File: config.mk
export PLATFORM = sky130hd
export DESIGN_NAME = lcd_bus_arbiter
export DESIGN_NICKNAME = d
export VERILOG_FILES = /design/src/rtl/lcd_bus_arbiter.sv
export SDC_FILE = /design/constraint.sdc
export NUM_CORES = 1
export LEC_CHECK = 0
export CAP_MARGIN = 20
export CORE_UTILIZATION = 39
export CTS_CLUSTER_DIAMETER = 120
export DETAILED_ROUTE_END_ITERATION = 10
export HOLD_SLACK_MARGIN = 0.08
export PLACE_DENSITY_LB_ADDON = 0.08
export SETUP_SLACK_MARGIN = 0.05
export SLEW_MARGIN = 20
export SYNTH_ARGS = -nofsm -noshare
export SYNTH_HDL_FRONTEND = slang
export SYNTH_SLANG_ARGS = --single-unit
File: constraint.sdc
create_clock -name hwclk -period 2.66 [get_ports hwclk]
set_input_delay 0.665 -clock hwclk [delete_from_list [all_inputs] [get_ports hwclk]]
set_output_delay 0.665 -clock hwclk [all_outputs]
set_load 0.005 [all_outputs]
File: src/rtl/lcd_bus_arbiter.sv
// Arbitrates a command-byte requester and an RGB565 pixel requester onto an
// 8-bit 8080-style LCD write bus with programmable wr low/high phase lengths.
module lcd_bus_arbiter #(
  parameter int unsigned WR_LOW  = 2,
  parameter int unsigned WR_HIGH = 2
) (
  input  logic        hwclk,
  input  logic        nrst,
  input  logic        cmd_req,
  input  logic        cmd_dcx,
  input  logic [7:0]  cmd_byte,
  output logic        cmd_ack,
  input  logic        pix_req,
  input  logic [15:0] pix_data,
  output logic        pix_ack,
  output logic        busy,
  output logic        dcx,
  output logic        wr,
  output logic [7:0]  D
);

  typedef enum logic [1:0] {
    IDLE  = 2'd0,
    WR_LO = 2'd1,
    WR_HI = 2'd2
  } state_t;

  localparam logic [3:0] LO_LOAD = 4'(WR_LOW - 1);
  localparam logic [3:0] HI_LOAD = 4'(WR_HIGH - 1);

  state_t     r_state, w_state;
  logic [3:0] r_cnt, w_cnt;
  logic       r_second, w_second;     // pixel low byte still to be written
  logic [7:0] r_lo_byte, w_lo_byte;
  logic       r_last_cmd, w_last_cmd; // previous grant went to the command side
  logic       r_cmd_ack, w_cmd_ack;
  logic       r_pix_ack, w_pix_ack;
  logic       r_busy, w_busy;
  logic       r_dcx, w_dcx;
  logic       r_wr, w_wr;
  logic [7:0] r_d, w_d;
  logic       w_pix_win;

  // Pixel wins when it is alone, or when the command side had the last turn.
  assign w_pix_win = pix_req & (~cmd_req | r_last_cmd);

  always_comb begin
    // NOTE: every next-state signal gets a default before the case so no
    // path through this block leaves one unassigned, which would infer a latch.
    w_state    = r_state;
    w_cnt      = r_cnt;
    w_second   = r_second;
    w_lo_byte  = r_lo_byte;
    w_last_cmd = r_last_cmd;
    w_cmd_ack  = 1'b0;
    w_pix_ack  = 1'b0;
    w_dcx      = r_dcx;
    w_wr       = r_wr;
    w_d        = r_d;

    case (r_state)
      IDLE: begin
        if (cmd_req | pix_req) begin
          w_state = WR_LO;
          w_wr    = 1'b0;
          w_cnt   = LO_LOAD;
          if (w_pix_win) begin
            w_pix_ack  = 1'b1;
            w_dcx      = 1'b1;
            w_d        = pix_data[15:8];
            w_lo_byte  = pix_data[7:0];
            w_second   = 1'b1;
            w_last_cmd = 1'b0;
          end else begin
            w_cmd_ack  = 1'b1;
            w_dcx      = cmd_dcx;
            w_d        = cmd_byte;
            w_second   = 1'b0;
            w_last_cmd = 1'b1;
          end
        end
      end

      WR_LO: begin
        if (r_cnt != 4'd0) begin
          w_cnt = r_cnt - 4'd1;
        end else begin
          w_state = WR_HI;
          w_wr    = 1'b1;
          w_cnt   = HI_LOAD;
        end
      end

      WR_HI: begin
        if (r_cnt != 4'd0) begin
          w_cnt = r_cnt - 4'd1;
        end else if (r_second) begin
          // Pixel low byte follows immediately, without an idle cycle.
          w_state  = WR_LO;
          w_wr     = 1'b0;
          w_cnt    = LO_LOAD;
          w_d      = r_lo_byte;
          w_second = 1'b0;
        end else begin
          w_state = IDLE;
        end
      end

      default: begin
        w_state = IDLE;
        w_wr    = 1'b1;
      end
    endcase

    w_busy = (w_state != IDLE);
  end

  // NOTE: state registers use non-blocking assignments so every flop samples
  // the values from before this edge, independent of statement order.
  always_ff @(posedge hwclk or negedge nrst) begin
    if (!nrst) begin
      r_state    <= IDLE;
      r_cnt      <= 4'd0;
      r_second   <= 1'b0;
      r_lo_byte  <= 8'h00;
      r_last_cmd <= 1'b0;
      r_cmd_ack  <= 1'b0;
      r_pix_ack  <= 1'b0;
      r_busy     <= 1'b0;
      r_dcx      <= 1'b1;
      r_wr       <= 1'b1;
      r_d        <= 8'h00;
    end else begin
      r_state    <= w_state;
      r_cnt      <= w_cnt;
      r_second   <= w_second;
      r_lo_byte  <= w_lo_byte;
      r_last_cmd <= w_last_cmd;
      r_cmd_ack  <= w_cmd_ack;
      r_pix_ack  <= w_pix_ack;
      r_busy     <= w_busy;
      r_dcx      <= w_dcx;
      r_wr       <= w_wr;
      r_d        <= w_d;
    end
  end

  assign cmd_ack = r_cmd_ack;
  assign pix_ack = r_pix_ack;
  assign busy    = r_busy;
  assign dcx     = r_dcx;
  assign wr      = r_wr;
  assign D       = r_d;

endmodule

==> metrics.md, run 1 <==
| Metric | Value |
|---|---|
| Post-synth EDFFs | 0 |
| Worst path slowest cell | ha_1 |
| Sw Share | 31.9% |
| Critical path type | reg2reg |
| Critical Path AT | ~2.3 ns |
| Placement Cell Area | just under 0.002 mm^2 |
| Fin area | 0.00208 mm^2 |
| DRC viols | 0 |
| Most used DFF post-synth | dfrtp_1 |
| Total setup buffers inserted after CTS | 0 |
| H-tree levels | 2 |
| Total CTS buffers | 5 |
| Fin worst setup slack | between 0.5 and 0.6 ns |
| CTS Root Cell | clkbuf_8 |
| Site row count | 22 |
| Worst skew pair latency | between 0.2 and 0.3 ns |
| CORE AREA | roughly 0.0037 mm^2 |
| Post_cts resized | 0 |
| Effective utilization at floorplan | a little over 40% |
| Total number of vias | 1223 |
| Pwr/cell area | 1090 mW/mm^2 |
| Combinational Power Share | between 40 and 50% |
| Hold slack | 0.518 ns |
| Max_slew headroom | ~60% |
| Peak VDD IR | between 0.4 and 0.5 mV |
| Distinct cells, synth | 38 |
| Avg Cell Area, Syn | 11.6 um^2 |
| Final hold violation count | 0 |
| RSZ-0062 raised after global routing | no |
| Startpoint Class | flip-flop |
| I/O pin total | 42 |
| Clock Skew | around 0.0048 ns |
| Chip Height | 64.2 um |
| Synthesized cell area | approximately 0.0015 mm^2 |
| Sequential power share | between 30% and 40% |
| #FFs+latches synth | 29 |
| Initial antenna violation count | 0 |
| Fraction of layout cells with a size suffix above 1 | 20.3% |
| Final setup violation count | 0 |
| Tot Pwr | approximately 0.0023 W |
| Post-Syn Nets | 163 |
| Internal | about 0.0015 W |
| Vias/cell | ~5.4 |
| Worst Tran Pin Value | between 0.5 and 0.6 ns |
| TritonRoute pass-1 iters | 6 |
| Tcrit/Tclk final | 80.7% |
| Reg clk slew, reported paths | ~0.060 ns |
| Routability cong. | ~0.84 |
| Routed wire per std cell | about 15 um |
| CP required | roughly 2.8 ns |
| Minimum clock period | 2.15 ns |
| Yosys warning count | 0 |
| Worst min path class | reg2reg |
| Total track usage | between 15 and 20% |
| Gr ovfl total | 0 |
| N_diodes | 0 |
| Max Cap Violations | 0 |
| Max Fclk | 466 MHz |
| Commonest non-fill, non-tap cells in the layout | 41 x clkdlybuf4s50_1, 27 x dfrtp_1, 11 x a31oi_1 |
| Final Routed Wirelength | 3380 um |
| Status | completed |
| CTS Sinks | 29 |
| Die area | between 0.004 and 0.005 mm^2 |
| Clock buffer depth | 2 |
| Cells after Synth | 130 |
| Post-DRT Antenna Nets | 0 |
| Async SR Flop Fraction | 100% |
| CTS tree | done |
| Die width | between 60 and 70 um |
| Pin count of the biggest net entering global routing | 30 |
| Clock power frac | 17.4% |
| Final #Nets | 209 |
| Post-DP HPWL | about 2500 um |
| Final slew viol count | 0 |
| Slowest cell delay on critical path | about 0.53 ns |
| First-pass GRT wire length | around 5600 um |
| Hold buffer count at CTS | 0 |
| Port bufs | ~40 |
| Area grow syn2layout | 38.0% |
| Vias in the first global route | approximately 1200 |
| Most common cell after layout, fill and taps aside | clkdlybuf4s50_1 |
| Critical-path maximum fanout | 17 |
| Fillers | roughly 330 |
| Cell chain of the critical path | inv_1 > ha_1 > clkinv_1 > a2bb2oi_1 > mux2_4 |
| DR iter-0 viols | 42 |
| Critical Path End Type | flip-flop |
| Setup Total Neg Slack | 0 ns |
| Sequential cell area fraction in the yosys report | 48.3% |
| Leak Pwr | about 0.88 nW |
| Setup WS pre-CTS | around 0.3 ns |
| Sw Pwr | approximately 0.00072 W |
## worst paths after layout
check                           start  endpoint  slack [ns]  cells past startpoint
max in group asynchronous        nrst       dcx        1.59                      2
hold reg to reg                  D[1]      D[1]        0.52                      1
setup reg to reg           r_state[0]      D[7]        0.51                      5
setup / recovery           r_state[0]      D[7]        0.51                      5
hold / removal                   D[1]      D[1]        0.52                      1
min in group asynchronous        nrst      D[5]        0.77                      2
## worst max-delay path: cells and delay by family (launching register included)
family,cells,cell delay [ns]
buffers and inverters,2,0.54
adder cells (fa/ha/maj),1,0.53
flip-flops,1,0.43
multiplexers,1,0.27
AO/OA/AOI/OAI,1,0.24
## cell usage after synthesis, types with 2 or more instances
cell type / instances / area share (%)
dfrtp_1: 27 / 45
a31oi_1: 11 / 4.6
o21ai_0: 10 / 3.3
mux2_2: 9 / 6.7
a2bb2oi_1: 8 / 4.6
mux2_4: 8 / 8.0
nand2_1: 6 / 1.5
a21oi_1: 4 / 1.3
clkbuf_1: 4 / 1.0
ha_1: 4 / 3.3
inv_1: 4 / 1.0
nor2_1: 3 / 0.75
a21boi_0: 2 / 1.0
buf_2: 2 / 0.66
dfstp_2: 2 / 3.5
nand2b_1: 2 / 0.83
nand3_1: 2 / 0.66
nor3_1: 2 / 0.66
## logic make-up after synthesis
kind of cell    count (synthesis)  synth area share [%]
compound gates                 47                  21.7
fa+ha+maj                       4                  3.32
buf+inv                        12                  3.65
flops                          29                  48.3
mux                            17                  14.7
simple gates                   21                  8.30
## sequential cells by signal, indices dropped and copies added (netlist names)
| signal | cells |
|---|---|
| D | 8 |
| pix_ack | 1 |
| cmd_ack | 1 |
| r_cnt | 4 |
| busy | 1 |
| r_second | 1 |
| r_state | 2 |
| r_lo_byte | 8 |
| r_last_cmd | 1 |
| wr | 1 |
| dcx | 1 |
## metal layers
metal / global-route usage (%) / share of wire (%) / routed length [um] / vias to the layer above
li1: - / - / - / 584
met1: 23.3 / 47 / 1590 / 598
met2: 29.3 / 46 / 1570 / 37
met3: 6.43 / 5.7 / 194 / 4
met4: 5.83 / 0.80 / 27 / 0
met5: 0 / 0 / 0 / -
## through the flow
stage / utilization [%] / instances
2_1_floorplan: - / 130
3_3_place_gp: 53.7 / 217
3_5_place_dp: 53.7 / 217
4_1_cts: 56.4 / 225
5_1_grt: 56.4 / 225
6_report: 56.4 / 225
## power groups by stage
stage	Combinational, W	Clock, W	Sequential, W
floorplan	0.000730	0	0.000771
global placement	0.00105	0	0.000801
detailed placement	0.00108	0	0.000809
CTS	0.00108	0.000407	0.000803
global route	0.00117	0.000431	0.000832
finish	0.00107	0.000396	0.000804
## cell type report
class | instances | area, um^2 | share of cell area (%)
Clock buffer | 7 | 96.3 | 4.63
Inverter | 5 | 18.8 | 0.902
Sequential cell | 29 | 728 | 35.0
Clock inverter | 1 | 5.00 | 0.241
Multi-Input combinational cell | 89 | 724 | 34.8
Tap cell | 48 | 60.1 | 2.89
Timing Repair Buffer | 46 | 448 | 21.5
Note: power is estimated with default switching activity, not from simulation.
==> run 2: changes to the inputs <==
==> constraint.sdc (replaced) <==
create_clock -name hwclk -period 2.2 [get_ports hwclk]
set_input_delay 0.55 -clock hwclk [delete_from_list [all_inputs] [get_ports hwclk]]
set_output_delay 0.55 -clock hwclk [all_outputs]
set_load 0.005 [all_outputs]
==> run 2 against run 1 <==
  * Total power rose by 29%
  * Die area did not move
  * Sequential share of layout area fell by 1.3 points
  * Cell count rose by 3.1%
  * Critical path depth rose by 1
  * First-iteration DRC count fell by 24%
  * Clock power rose by 43%
  * Hold slack improved by 0.00099 ns
  * Sequential cell count did not move
  * Combinational power rose by 30%
  * Fmax rose by 12%
  * Via count rose by 2.9%
  * Critical path type unchanged
==> metrics.md, run 2 (synthesized netlist as in run 1, its figures left out) <==
| Metric | Value |
|---|---|
| Status | completed |
| Total number of vias | 1258 |
| H-tree levels | 2 |
| Critical-path maximum fanout | 9 |
| Max Fclk | around 520 MHz |
| Final setup violation count | 0 |
| Most common cell after layout, fill and taps aside | clkdlybuf4s50_1 |
| DRC viols | 0 |
| Max_slew headroom | 72.2% |
| Top layer in use | met4 |
| Routed met1 length | 1710 um |
| Vias/cell | 5.42 |
| Reg clk slew, reported paths | roughly 0.070 ns |
| First-pass GRT wire length | between 5000 and 6000 um |
| Die width | 64.2 um |
| Worst min path class | reg2reg |
| Final slew viol count | 0 |
| Cell chain of the critical path | inv_1 > ha_1 > buf_4 > clkinv_1 > a2bb2oi_1 > mux2_4 |
| Hold buffer count at CTS | 0 |
| Post_cts resized | 0 |
| Peak VDD IR | 0.459 mV |
| Area grow syn2layout | 43.2% |
| Clock Skew | about 0.009 ns |
| Slowest cell delay on critical path | around 0.44 ns |
| Total track usage | 19.2% |
| Max Cap Violations | 0 |
| Total CTS buffers | 5 |
| Total setup buffers inserted after CTS | 0 |
| Placed cell count | around 220 |
| Worst R2R Start | r_state[0] |
| Vias in the first global route | ~1200 |
| Worst Tran Pin Value | 0.416 ns |
| Effective utilization at floorplan | 40.9% |
| CORE AREA | 0.00369 mm^2 |
| Critical path type | reg2reg |
| Crit-path leading delay family | buffers and inverters |
| N_diodes | 0 |
| Commonest non-fill, non-tap cells in the layout | 41 x clkdlybuf4s50_1, 27 x dfrtp_1, 11 x a31oi_1, 11 x buf_4, 10 x o21ai_0 |
| Met2 routed WL | about 1600 um |
| RSZ-0062 raised after global routing | no |
| Post-DP HPWL | approximately 2600 um |
| Final hold violation count | 0 |
| Setup WS pre-CTS | roughly 0.0033 ns |
| DR iter-0 viols | 32 |
| CTS Root Cell | clkbuf_8 |
| Worst path slowest cell | dfrtp_1 |
| Leak Pwr | between 0.9 and 1 nW |
| Met3 wire len | between 150 and 200 um |
| Final core utilization | 58.5% |
| Register-to-register setup slack | 0.28 ns |
| Port bufs | 41 |
| WHS Endpoint | D[1] |
| CTS Sinks | 29 |
| I/O pin total | 42 |
| Critical Path AT | 2.10 ns |
| CP Launch Point | r_state[0] |
| Critical Path End Type | flip-flop |
| Fraction of layout cells with a size suffix above 1 | 23.4% |
| Post-DRT Antenna Nets | 0 |
| Hold Path Stages | 1 |
| Clock buffer depth | 2 |
| Site row count | 22 |
| Gr ovfl total | 0 |
| Tot Pwr | 0.00292 W |
| Routed wire per std cell | around 15 um |
| Startpoint Class | flip-flop |
| CTS tree | done |
| Worst R2R Path Depth | 6 |
| Routability cong. | approximately 0.84 |
| Minimum clock period | a little under 2 ns |
| Pin count of the biggest net entering global routing | 30 |
| CP Buf/Inv Count | 3 |
| Hold_sp | D[1] |
| CP required | about 2.4 ns |
| Chip Height | approximately 64 um |
| Setup Total Neg Slack | 0 ns |
| Fin worst setup slack | ~0.28 ns |
| Final #Nets | around 220 |
| Die area | ~0.004 mm^2 |
| RR Endpoint | D[4] |
| TritonRoute pass-1 iters | 4 |
| Worst skew pair latency | 0.29 ns |
| Pwr/cell area | 1350 mW/mm^2 |
| Initial antenna violation count | 0 |
| Tcrit/Tclk final | slightly below 90% |
| Final Routed Wirelength | 3580 um |
| Final non-filler cell total | 232 |
==> run 2: cell count changes in the layout (fill, tap and decap cells not counted), sizes merged <==
| cell | change |
|---|---|
| buf | +7 |
| bufinv | +1 |
| clkbuf | -2 |
| clkinvlp | +1 |
==> run 2: where the power goes <==
group          internal [W]  switching [W]  total [W]
logic              0.000873       0.000519    0.00139
registers          0.000786       0.000181   0.000967
clock network      0.000339       0.000227   0.000565
==> run 2: how the worst max path moves through the flow <==
stage	to	slack, ns	cells after the start
floorplan	D[0]	0.26	7
global placement	D[4]	0.03	5
detailed placement	D[4]	0.003	5
CTS	D[3]	0.29	6
global route	D[4]	0.16	6
finish	D[4]	0.28	6
==> run 2: layer usage <==
layer	vias to the layer above	GRT usage, %
li1	601	-
met1	603	25.1
met2	48	29.1
met3	6	6.25
met4	0	8.06
met5	-	0
==> run 2: worst reg2reg max path: cells and delay by family, from the launching register on <==
family,cells,cell delay [ns]
buffers and inverters,3,0.57
multiplexers,1,0.27
flip-flops,1,0.44
AO/OA/AOI/OAI,1,0.22
adder cells (fa/ha/maj),1,0.32
==> run 2: final cells by class <==
type                    instances  area [um^2]
clock buffers                   5         68.8
repair buffers                 53          513
inverters                       5         18.8
clock inverters                 3         46.3
fillers                       330         1530
flip-flops and latches         29          728
multi-input cells              89          724
well taps                      48         60.1
==> run 2: per-stage QoR <==
step	hold WS, ns	instance area [um^2]
after floorplan	0.254	1510
after global placement	0.496	2040
after detailed placement	0.509	2040
after CTS	0.529	2160
after global routing	0.540	2160
final	0.519	2160
==> run 3: changes to the inputs <==
--- a/config.mk
+++ b/config.mk
@@ -9,7 +9,9 @@
 export CORE_UTILIZATION = 39
 export CTS_CLUSTER_DIAMETER = 120
 export DETAILED_ROUTE_END_ITERATION = 10
+export GPL_TIMING_DRIVEN = 0
 export HOLD_SLACK_MARGIN = 0.08
+export MAX_ROUTING_LAYER = met4
 export PLACE_DENSITY_LB_ADDON = 0.08
 export SETUP_SLACK_MARGIN = 0.05
 export SLEW_MARGIN = 20
==> run 3 against run 2 <==
  * Register-to-register slack worse by 0.09 ns
  * Largest power group unchanged
  * Sequential power is essentially flat
  * Largest cell class is now multi-input combinational cells
  * Fmax shrank 5.0%
  * Critical path type is now in2reg
==> metrics.md, run 3 (synthesized netlist as in run 1, its figures left out) <==
| Metric | Value |
|---|---|
| Worst R2R Path Depth | 7 |
| Crit-path leading delay family | buffers and inverters |
| Fin area | between 0.002 and 0.0025 mm^2 |
| CORE AREA | between 0.003 and 0.004 mm^2 |
| Setup Total Neg Slack | 0 ns |
| Leak Pwr | 0.877 nW |
| Worst skew pair latency | between 0.2 and 0.3 ns |
| Critical path type | in2reg |
| Final core utilization | around 57% |
| Slowest cell delay on critical path | roughly 0.53 ns |
| CTS tree | done |
| DRC viols | 0 |
| FF/Latch Area | roughly 730 um^2 |
| Worst path slowest cell | clkdlybuf4s50_1 |
| Sw Share | about a third |
| Site row count | 22 |
| Vias/cell | 5.58 |
| Internal | around 0.0019 W |
| Worst min path class | in2async |
| Most common cell after layout, fill and taps aside | clkdlybuf4s50_1 |
| Tcrit/Tclk final | between 90% and 100% |
| Routability cong. | around 0.81 |
| Pwr/cell area | between 1000 and 1500 mW/mm^2 |
| Clock power frac | 17.3% |
| First-pass GRT wire length | 5490 um |
| Cell chain of the critical path | clkdlybuf4s50_1 > nand2b_1 > clkbuf_2 > and3_1 > buf_2 > mux2_2 |
| Final #Nets | 211 |
| Post-DP HPWL | around 2400 um |
| Minimum clock period | slightly above 2 ns |
| Max Fclk | 494 MHz |
| Worst Tran Pin Value | around 0.64 ns |
| Final Routed Wirelength | 3370 um |
| Hold slack | between 0.2 and 0.3 ns |
| Area grow syn2layout | 38.4% |
| Register-to-register setup slack | between 0.15 and 0.2 ns |
| Total number of vias | ~1300 |
| Port bufs | 41 |
| Status | completed |
| I/O pin total | between 40 and 50 |
| CP required | 2.36 ns |
| Combinational Power Share | 47.8% |
| Placement Cell Area | around 0.0020 mm^2 |
| Final slew viol count | 0 |
| Die width | approximately 64 um |
| Gr ovfl total | 0 |
| Critical-path maximum fanout | 10 |
| Post-DRT Antenna Nets | 0 |
| Final hold violation count | 0 |
| Final setup violation count | 0 |
| CP Depth | 6 |
| Clock buffer depth | 2 |
| Critical Path End Type | flip-flop |
| Hold buffer count at CTS | 0 |
| Die area | roughly 0.0041 mm^2 |
| Effective utilization at floorplan | 40.9% |
| Area of the multi-input gates | 736 um^2 |
| RSZ-0062 raised after global routing | no |
| N_diodes | 0 |
| Sw Pwr | 0.000881 W |
| Startpoint Class | input pin |
| Max_slew headroom | between 50% and 60% |
| CP Buf/Inv Count | 3 |
| Sequential power share | a little over a third |
| Peak VDD IR | about 0.53 mV |
| Vias in the first global route | between 1000 and 1500 |
| Initial antenna violation count | 0 |
| Max Cap Violations | 0 |
| Routed wire per std cell | roughly 15 um |
| Worst R2R Start | r_state[1] |
| Chip Height | about 64 um |
| Critical Path AT | approximately 2.2 ns |
| Tot Pwr | ~0.0028 W |
| H-tree levels | 2 |
| Reg clk slew, reported paths | 0.06 ns |
| RR Endpoint | D[7] |
| Total CTS buffers | 5 |
| Total track usage | ~18% |
| Fraction of layout cells with a size suffix above 1 | 21.2% |
| Clock Skew | ~0.003 ns |
| CP Launch Point | cmd_req |
| TritonRoute pass-1 iters | 4 |
| DR iter-0 viols | between 40 and 50 |
| CTS Root Cell | clkbuf_8 |
| Fillers | approximately 330 |
| Commonest non-fill, non-tap cells in the layout | 40 x clkdlybuf4s50_1, 27 x dfrtp_1, 11 x a31oi_1 |
| Critical path endpoint | r_lo_byte[4] |
| Pin count of the biggest net entering global routing | 30 |
| CTS Sinks | 29 |
## run 3: power groups by stage
| stage | clock network (W) | registers, W | logic, W |
|---|---|---|---|
| after detailed placement | 0 | 0.000969 | 0.00130 |
| after floorplan | 0 | 0.000932 | 0.000882 |
| after global placement | 0 | 0.000961 | 0.00128 |
| after global routing | 0.000514 | 0.000997 | 0.00145 |
| final | 0.000479 | 0.000964 | 0.00132 |
| after CTS | 0.000498 | 0.000964 | 0.00131 |
## run 3: metal layers
layer,track usage [%],routed length [um]
met1,24.4,1580
met2,26.5,1520
met4,7.50,57
met5,-,0
met3,5.18,208
## run 3: worst min-delay path by stage
| stage | startpoint | to | cells past startpoint |
|---|---|---|---|
| 6_report | nrst | r_cnt[3] | 1 |
| 5_1_grt | nrst | r_cnt[3] | 1 |
| 4_1_cts | nrst | r_cnt[3] | 1 |
| 3_5_place_dp | D[4] | D[4] | 1 |
| 3_3_place_gp | D[2] | D[2] | 1 |
| 2_1_floorplan | nrst | D[0] | 0 |
## run 3: final cells by class
cell class / count / area share [%]
flip-flops and latches: 29 / 34.9
repair buffers: 41 / 19.4
plain buffers: 7 / 1.80
well taps: 48 / 2.88
clock buffers: 7 / 4.62
clock inverters: 1 / 0.240
inverters: 5 / 0.899
multi-input cells: 89 / 35.3
## run 3: what timing repair did
item	CTS	global route
buffers inserted	0	0
pin swaps	0	0
gates resized for setup	1	3
setup endpoints to repair	8	11
## run 3: per-stage QoR
step,std cells,setup slack [ns]
after global placement,219,-0.264
after global routing,227,0.0609
final,227,0.178
after CTS,227,0.0486
after detailed placement,219,-0.226
after floorplan,130,0.264
